<file path="src/rtl/mul_seq_ctrl.sv">
// Sequential WIDTH x WIDTH unsigned multiplier controller. It reuses one external
// combinational 8x8 multiplier, feeding it one digit pair per cycle and accumulating the partial products.
module mul_seq_ctrl #(
    parameter int WIDTH = 32
) (
    input  logic               clk,
    input  logic               reset,
    input  logic               start,
    input  logic [WIDTH-1:0]   a,
    input  logic [WIDTH-1:0]   b,
    output logic               busy,
    output logic               done,
    output logic [2*WIDTH-1:0] out,
    output logic [7:0]         mul_a,
    output logic [7:0]         mul_b,
    input  logic [15:0]        mul_out
);

    localparam int D  = WIDTH / 8;
    localparam int PW = 2 * WIDTH;
    localparam int CW = (D > 1) ? $clog2(D) : 1;

    typedef enum logic [1:0] {S_IDLE, S_RUN, S_DONE} state_t;

    state_t          state_q, state_d;
    logic [WIDTH-1:0] a_q, a_d;
    logic [WIDTH-1:0] b_q, b_d;
    logic [PW-1:0]    acc_q, acc_d;
    logic [PW-1:0]    out_q, out_d;
    logic [CW-1:0]    i_q, i_d;
    logic [CW-1:0]    j_q, j_d;

    logic          last_digit;
    logic [PW-1:0] pp;
    logic [PW-1:0] acc_sum;

    assign last_digit = (i_q == CW'(D - 1)) && (j_q == CW'(D - 1));
    assign pp         = PW'(mul_out) << (8 * (32'(i_q) + 32'(j_q)));
    assign acc_sum    = acc_q + pp;

    always_ff @(posedge clk) begin
        if (reset) begin
            state_q <= S_IDLE;
        end else begin
            state_q <= state_d;
        end
    end

    always_comb begin
        state_d = state_q;
        case (state_q)
            S_IDLE:  if (start) state_d = S_RUN;
            S_RUN:   if (last_digit) state_d = S_DONE;
            S_DONE:  state_d = S_IDLE;
            default: state_d = S_IDLE;
        endcase
    end

    always_comb begin
        busy  = 1'b0;
        done  = 1'b0;
        mul_a = '0;
        mul_b = '0;
        case (state_q)
            S_RUN: begin
                busy  = 1'b1;
                mul_a = a_q[8*i_q +: 8];
                mul_b = b_q[8*j_q +: 8];
            end
            S_DONE: begin
                busy = 1'b1;
                done = 1'b1;
            end
            default: ;
        endcase
    end

    always_comb begin
        a_d   = a_q;
        b_d   = b_q;
        acc_d = acc_q;
        out_d = out_q;
        i_d   = i_q;
        j_d   = j_q;
        case (state_q)
            S_IDLE: begin
                if (start) begin
                    a_d   = a;
                    b_d   = b;
                    acc_d = '0;
                    i_d   = '0;
                    j_d   = '0;
                end
            end
            S_RUN: begin
                acc_d = acc_sum;
                // j is the inner digit index; i advances when j wraps
                if (j_q == CW'(D - 1)) begin
                    j_d = '0;
                    i_d = i_q + 1'b1;
                end else begin
                    j_d = j_q + 1'b1;
                end
                if (last_digit) begin
                    out_d = acc_sum;
                end
            end
            default: ;
        endcase
    end

    always_ff @(posedge clk) begin
        if (reset) begin
            a_q   <= '0;
            b_q   <= '0;
            acc_q <= '0;
            out_q <= '0;
            i_q   <= '0;
            j_q   <= '0;
        end else begin
            a_q   <= a_d;
            b_q   <= b_d;
            acc_q <= acc_d;
            out_q <= out_d;
            i_q   <= i_d;
            j_q   <= j_d;
        end
    end

    assign out = out_q;

endmodule
</file>
<file path="config.mk">
export PLATFORM = sky130hd
export DESIGN_NAME = mul_seq_ctrl
export DESIGN_NICKNAME = d
export VERILOG_FILES = /design/src/rtl/mul_seq_ctrl.sv
export SDC_FILE = /design/constraint.sdc
export NUM_CORES = 1
export LEC_CHECK = 0
export CORE_MARGIN = 2
export CORE_UTILIZATION = 25
export CTS_BUF_LIST = sky130_fd_sc_hd__clkbuf_4
export CTS_CLUSTER_SIZE = 30
export DETAILED_ROUTE_END_ITERATION = 12
export MAX_ROUTING_LAYER = met4
export PLACE_DENSITY = 0.5
export SETUP_SLACK_MARGIN = 0.5
export SLEW_MARGIN = 5
export SYNTH_ARGS = -nofsm -noshare
export SYNTH_HDL_FRONTEND = slang
export SYNTH_SLANG_ARGS = --single-unit
</file>
<file path="constraint.sdc">
create_clock -name clk -period 9.9 [get_ports clk]
set_input_delay 1.485 -clock clk [delete_from_list [all_inputs] [get_ports clk]]
set_output_delay 1.485 -clock clk [all_outputs]
set_load 0.005 [all_outputs]
</file>
# Word-level counts from Yosys, hierarchy flattened
# Index checks and enable logic that the tools add are counted.
dict set report totals {
  ff_bits 198
  latchBits 0
  ram_bits 0
  romBits 0
  inputBits 83
  out_inout_bits 82
  wordCells 44
  memories 0
}
dict set report classes {
  n_addsub 4
  n_mul 0
  n_div 0
  order_cmp 0
  eq_ne 7
  shift 3
  n_mux 14
  n_bitwise 0
  reduce_logical 9
}
# op n
set ops {}
lappend ops {{64-bit one-hot mux with 2 select lines} 1}
lappend ops {{64-bit adder} 1}
lappend ops {{64-bit 2-to-1 mux} 1}
lappend ops {{32-bit by 6-bit indexed part select with 8-bit output} 2}
lappend ops {{16-bit by 6-bit << shifter with 64-bit output} 1}
lappend ops {{8-bit 2-to-1 mux} 2}
lappend ops {{2-bit one-hot mux with 2 select lines} 3}
lappend ops {{2-bit 2-to-1 mux} 5}
lappend ops {{2-bit AND reduction} 4}
lappend ops {{2-bit equality test, second input constant} 3}
lappend ops {{2-bit != test, second input constant} 3}
lappend ops {{2-bit by 1-bit adder with 2-bit output, second input constant} 2}
lappend ops {{2-bit by 2-bit adder with 3-bit output} 1}
lappend ops {{3-bit AND reduction} 1}
lappend ops {{2-bit by 1-bit equality test with 1-bit output, second input constant} 1}
lappend ops {{2-bit zero test} 1}
lappend ops {{1-bit 2-to-1 mux} 2}
lappend ops {{2-bit nonzero test} 1}
lappend ops {{2-bit OR reduction} 1}
lappend ops {{1-bit logical AND} 1}

# Depth between registers and ports, before layout
dict set report depth {
  depth_word 4
  mapped_depth 19
}

# Worst setup path before layout
# Ideal clock, no wire load.
dict set report synth_timing {
  path_kind {flip-flop to flip-flop}
  startpoint {register i_q[1]}
  endpoint {register out_q[63] (netlist: out[63])}
  setup_time_ps 135
  arrival_ps 4628
  t_required_ps 9765
  slack_ps 5137
  path_stages_with_launch 19
  path_buffers 3
  cell_sequence {dfxtp_1 -> clkbuf_1 -> inv_1 -> fa_1 -> nand2b_1 -> clkbuf_1 -> nor2_1 -> a22o_1 -> ha_1 -> buf_4 -> nand4_4 -> or3_1 -> or4_4 -> or4_1 -> a211oi_2 -> a211oi_1 -> o31ai_2 -> xnor2_1 -> a211oi_2}
}
dict set report synth_via {
  elab_chain_len 3
  elab_cells_between_ends 6
}
# element line
set synth_rtl {}
lappend synth_rtl {{start: declaration} 30} ;# logic [CW-1:0] i_q, i_d;
lappend synth_rtl {{start signal: assignment} 125} ;# i_q <= i_d;
lappend synth_rtl {{2-bit by 2-bit adder with 3-bit output / 2-bit equality test (equally long branches)} {38, 37}}
lappend synth_rtl {{16-bit by 6-bit << shifter with 64-bit output / 1-bit logical AND (equally long branches)} {38, 37}}
lappend synth_rtl {{64-bit adder / 2-bit AND reduction (equally long branches)} n/a}
lappend synth_rtl {{end signal: assignment} 124} ;# out_q <= out_d;
lappend synth_rtl {{end: declaration} 29} ;# logic [PW-1:0] out_q, out_d;
# Several ways; a longest one is shown, not always the timed one.
# A chain may end at the register's enable or synchronous reset.

# Worst setup path after layout
dict set report layout_timing {
  startpoint {register i_q[0]}
  endpoint {register out_q[56] (netlist: out[56])}
}
# The elaborated chain is that of the path after synthesis.

==> flow_metrics.tcl <==
set metrics [dict create \
    postCtsSetupRepairBufs 0 \
    drt_first_pass_iters 5 \
    slew_headroom_pct 15.96 \
    core_area_mm2 0.04765 \
    crit_type "reg2reg" \
    regArea_mm2 0.003964 \
    mostFrequentLayoutCells "nand2_1, a21oi_1, dfxtp_1" \
    finalHoldViolations 0 \
    numCtsBuffers 17 \
    clkTransAtPathRegs_ns 0.18 \
    cts_buffer_depth 2 \
    layout_commonest_cell "nand2_1" \
    die_area_mm2 0.04985 \
    finalCritPeriodShare_pct 64.31 \
    min_period_ns 6.367 \
    tritoncts "done" \
    grt_most_used_layer "met2" \
    cts-root-buf "clkbuf_4" \
    synth.distinct_cells 66 \
    fp-row-count 80 \
    path_cells "ha_1 > inv_1 > fa_1 > nand2_1 > nor2_1 > and2_1 > ha_1 > fa_1 > a21o_1 > a221oi_2 > nor3_1 > o21a_1 > nor2_1 > or4b_1 > a31oi_1 > o21ai_0 > a211o_1" \
    final_util_pct 30.23 \
    synthAdderAreaFrac_pct 7.516 \
    grt_max_degree 83 \
    cpPeakStageDelay_ns 0.86 \
    crit_path_end_kind "flop" \
    ir_drop_mv 0.05554 \
    ys_warn_count 0 \
    fmax_mhz 157.1 \
    syn_area_mm2 0.01202 \
    synthFlopType "dfxtp_1" \
    drtIter0Drc 724 \
    status "finished, final reports clean" \
    h-tree-depth 4 \
    avgViaCountPerCell 5.171 \
    required_ns 10.59 \
    grt_usage_pct 18.31 \
    met3_usage_pct 3.319 \
    wirelength_um 44370 \
    power_density_mw_per_mm2 108.6 \
    cp_max_fo 20 \
    setup_violations 0 \
    grt_pass1_wl_um 67710 \
    place.gp.congestion 0.9439 \
    fp.dieW_um 223.3 \
    vias 11710 \
    crit_arrival_ns 7.05 \
    leakage_nw 5.562 \
    synthXorXnorAreaFrac_pct 4.081 \
    crit_path_top_delay_cell "dfxtp_1" \
    ys_ff_latch 198 \
    wl_per_cell_um 19.60 \
    synth-edff-count 0 \
    synth-seq-area-share_pct 32.98 \
    synth_cells 1552 \
    rsz0062_at_grt "false" \
    report.final.slew_viol_count 0 \
    nFillCells 5167 \
    yosys.area_share.simple_pct 22.65 \
    clock_latency_ns 0.79 \
    worst_slew_pin_slew_ns 1.256 \
    globalRouteOverflowTotal 0 \
    multi_input_area_mm2 0.007559 \
    async_flop_share_pct 0 \
    grt_use_met2_pct 28.63 \
    cts_resized 0 \
    use_met1_pct 24.60 \
    synthMuxAreaShare_pct 4.247 \
    synth_compound_area_share_pct 24.15 \
    tns_ns 0 \
    syn_to_final_growth_pct 19.82 \
    start_util_pct 25.23 \
    cts.sinks 198 \
    clock_skew_ns 0.04365 \
    drc_errors 0 \
    cp-start-kind "flop" \
    synth_fp_nets 1706 \
    die_h_um 223.3 \
    synth_top_family_by_area "compound AO/OA/AOI/OAI gates" \
    dpl.hpwl_um 33130 \
    pin_count 165 \
    max_cap_viol_count 0 \
    cts_hold_buffers 0 \
    drive_gt1_share_pct 4.557 \
    io_buffers 164 \
    antenna_found_initial 2 \
    drtAntennaViolNets 0 \
    hp-class "reg2reg" \
    fin_nets 1787 \
    syn_area_per_cell_um2 7.744 \
    grt_pass1_vias 11170 \
]
[worst max-delay path, delay by kind of cell (launching register included)]
family / cells / cell delay (ns)
buf+inv: 1 / 0.06
flops: 1 / 0.86
fa+ha+maj: 4 / 1.49
simple gates: 6 / 1.55
compound gates: 6 / 2.31
[per-stage QoR]
stage	hold slack (ns)	instances	setup WS (ns)	area [um^2]	total power, mW
finish	0.4650	2264	3.533	14400	1.564
global route	0.4810	2264	3.170	14400	1.638
CTS	0.4677	2261	3.601	14390	1.590
detailed placement	0.4459	2229	3.651	14090	1.081
global placement	0.4415	2229	3.541	14090	1.078
floorplan	0.4315	1552	5.137	12020	0.9843
[cells in the mapped netlist (26+ instances only)]
cell type / number / area share (%)
nand2_1: 301 / 9.4
a21oi_1: 202 / 8.4
dfxtp_1: 198 / 33
nor2_1: 121 / 3.8
clkbuf_1: 90 / 2.8
ha_1: 69 / 7.2
o21ai_0: 48 / 2.0
a21o_1: 42 / 2.6
a22oi_1: 36 / 2.2
and2_1: 32 / 1.7
nand4_1: 32 / 1.7
xor2_1: 29 / 2.1
a22o_1: 28 / 2.0
xnor2_1: 27 / 2.0
inv_1: 26 / 0.81
[power breakdown]
group / internal [mW] / total (mW) / switching [mW]
Clock: 0.164 / 0.499 / 0.336
Combinational: 0.0906 / 0.230 / 0.140
Sequential: 0.820 / 0.834 / 0.0143
Total: 1.07 / 1.56 / 0.489
[kinds of logic (layout without fill, tap and decap cells)]
group | after synthesis | count (layout)
adders and majority gates | 71 | 71
AOI/OAI and AO/OA | 455 | 455
muxes | 31 | 31
DFF | 198 | 198
and+or+nand+nor | 605 | 605
buffers and inverters | 136 | 230
xor gates and xnor gates | 56 | 56
other | 0 | 3
[worst paths after layout]
check             slack [ns]  startpoint  depth (start not counted)       to
hold reg to reg         0.46     out[19]                          2  out[19]
setup reg to reg        3.53      i_q[0]                         17  out[56]
hold / removal          0.46     out[19]                          2  out[19]
setup / recovery        3.53      i_q[0]                         17  out[56]
[flip-flops by register name, summed over array words and instances, names as in the netlist]
register / count
j_q: 2
acc_q: 64
out: 64
a_q: 32
state_q: 2
i_q: 2
b_q: 32
[metal layers]
| layer | vias to the layer above | routed length [um] |
|---|---|---|
| li1 | 5703 | - |
| met1 | 5704 | 21330 |
| met2 | 269 | 20420 |
| met3 | 31 | 2089 |
| met4 | 0 | 531 |
| met5 | - | 0 |
[cell type report]
type | instances | area share [%]
flip-flops and latches | 198 | 27.52
clock buffers | 19 | 0.9904
diodes | 3 | 0.05213
well taps | 615 | 5.343
clock inverters | 13 | 1.129
multi-input cells | 1218 | 52.48
repair buffers | 172 | 11.80
inverters | 26 | 0.6777
Note: power is estimated with default switching activity, not from simulation.
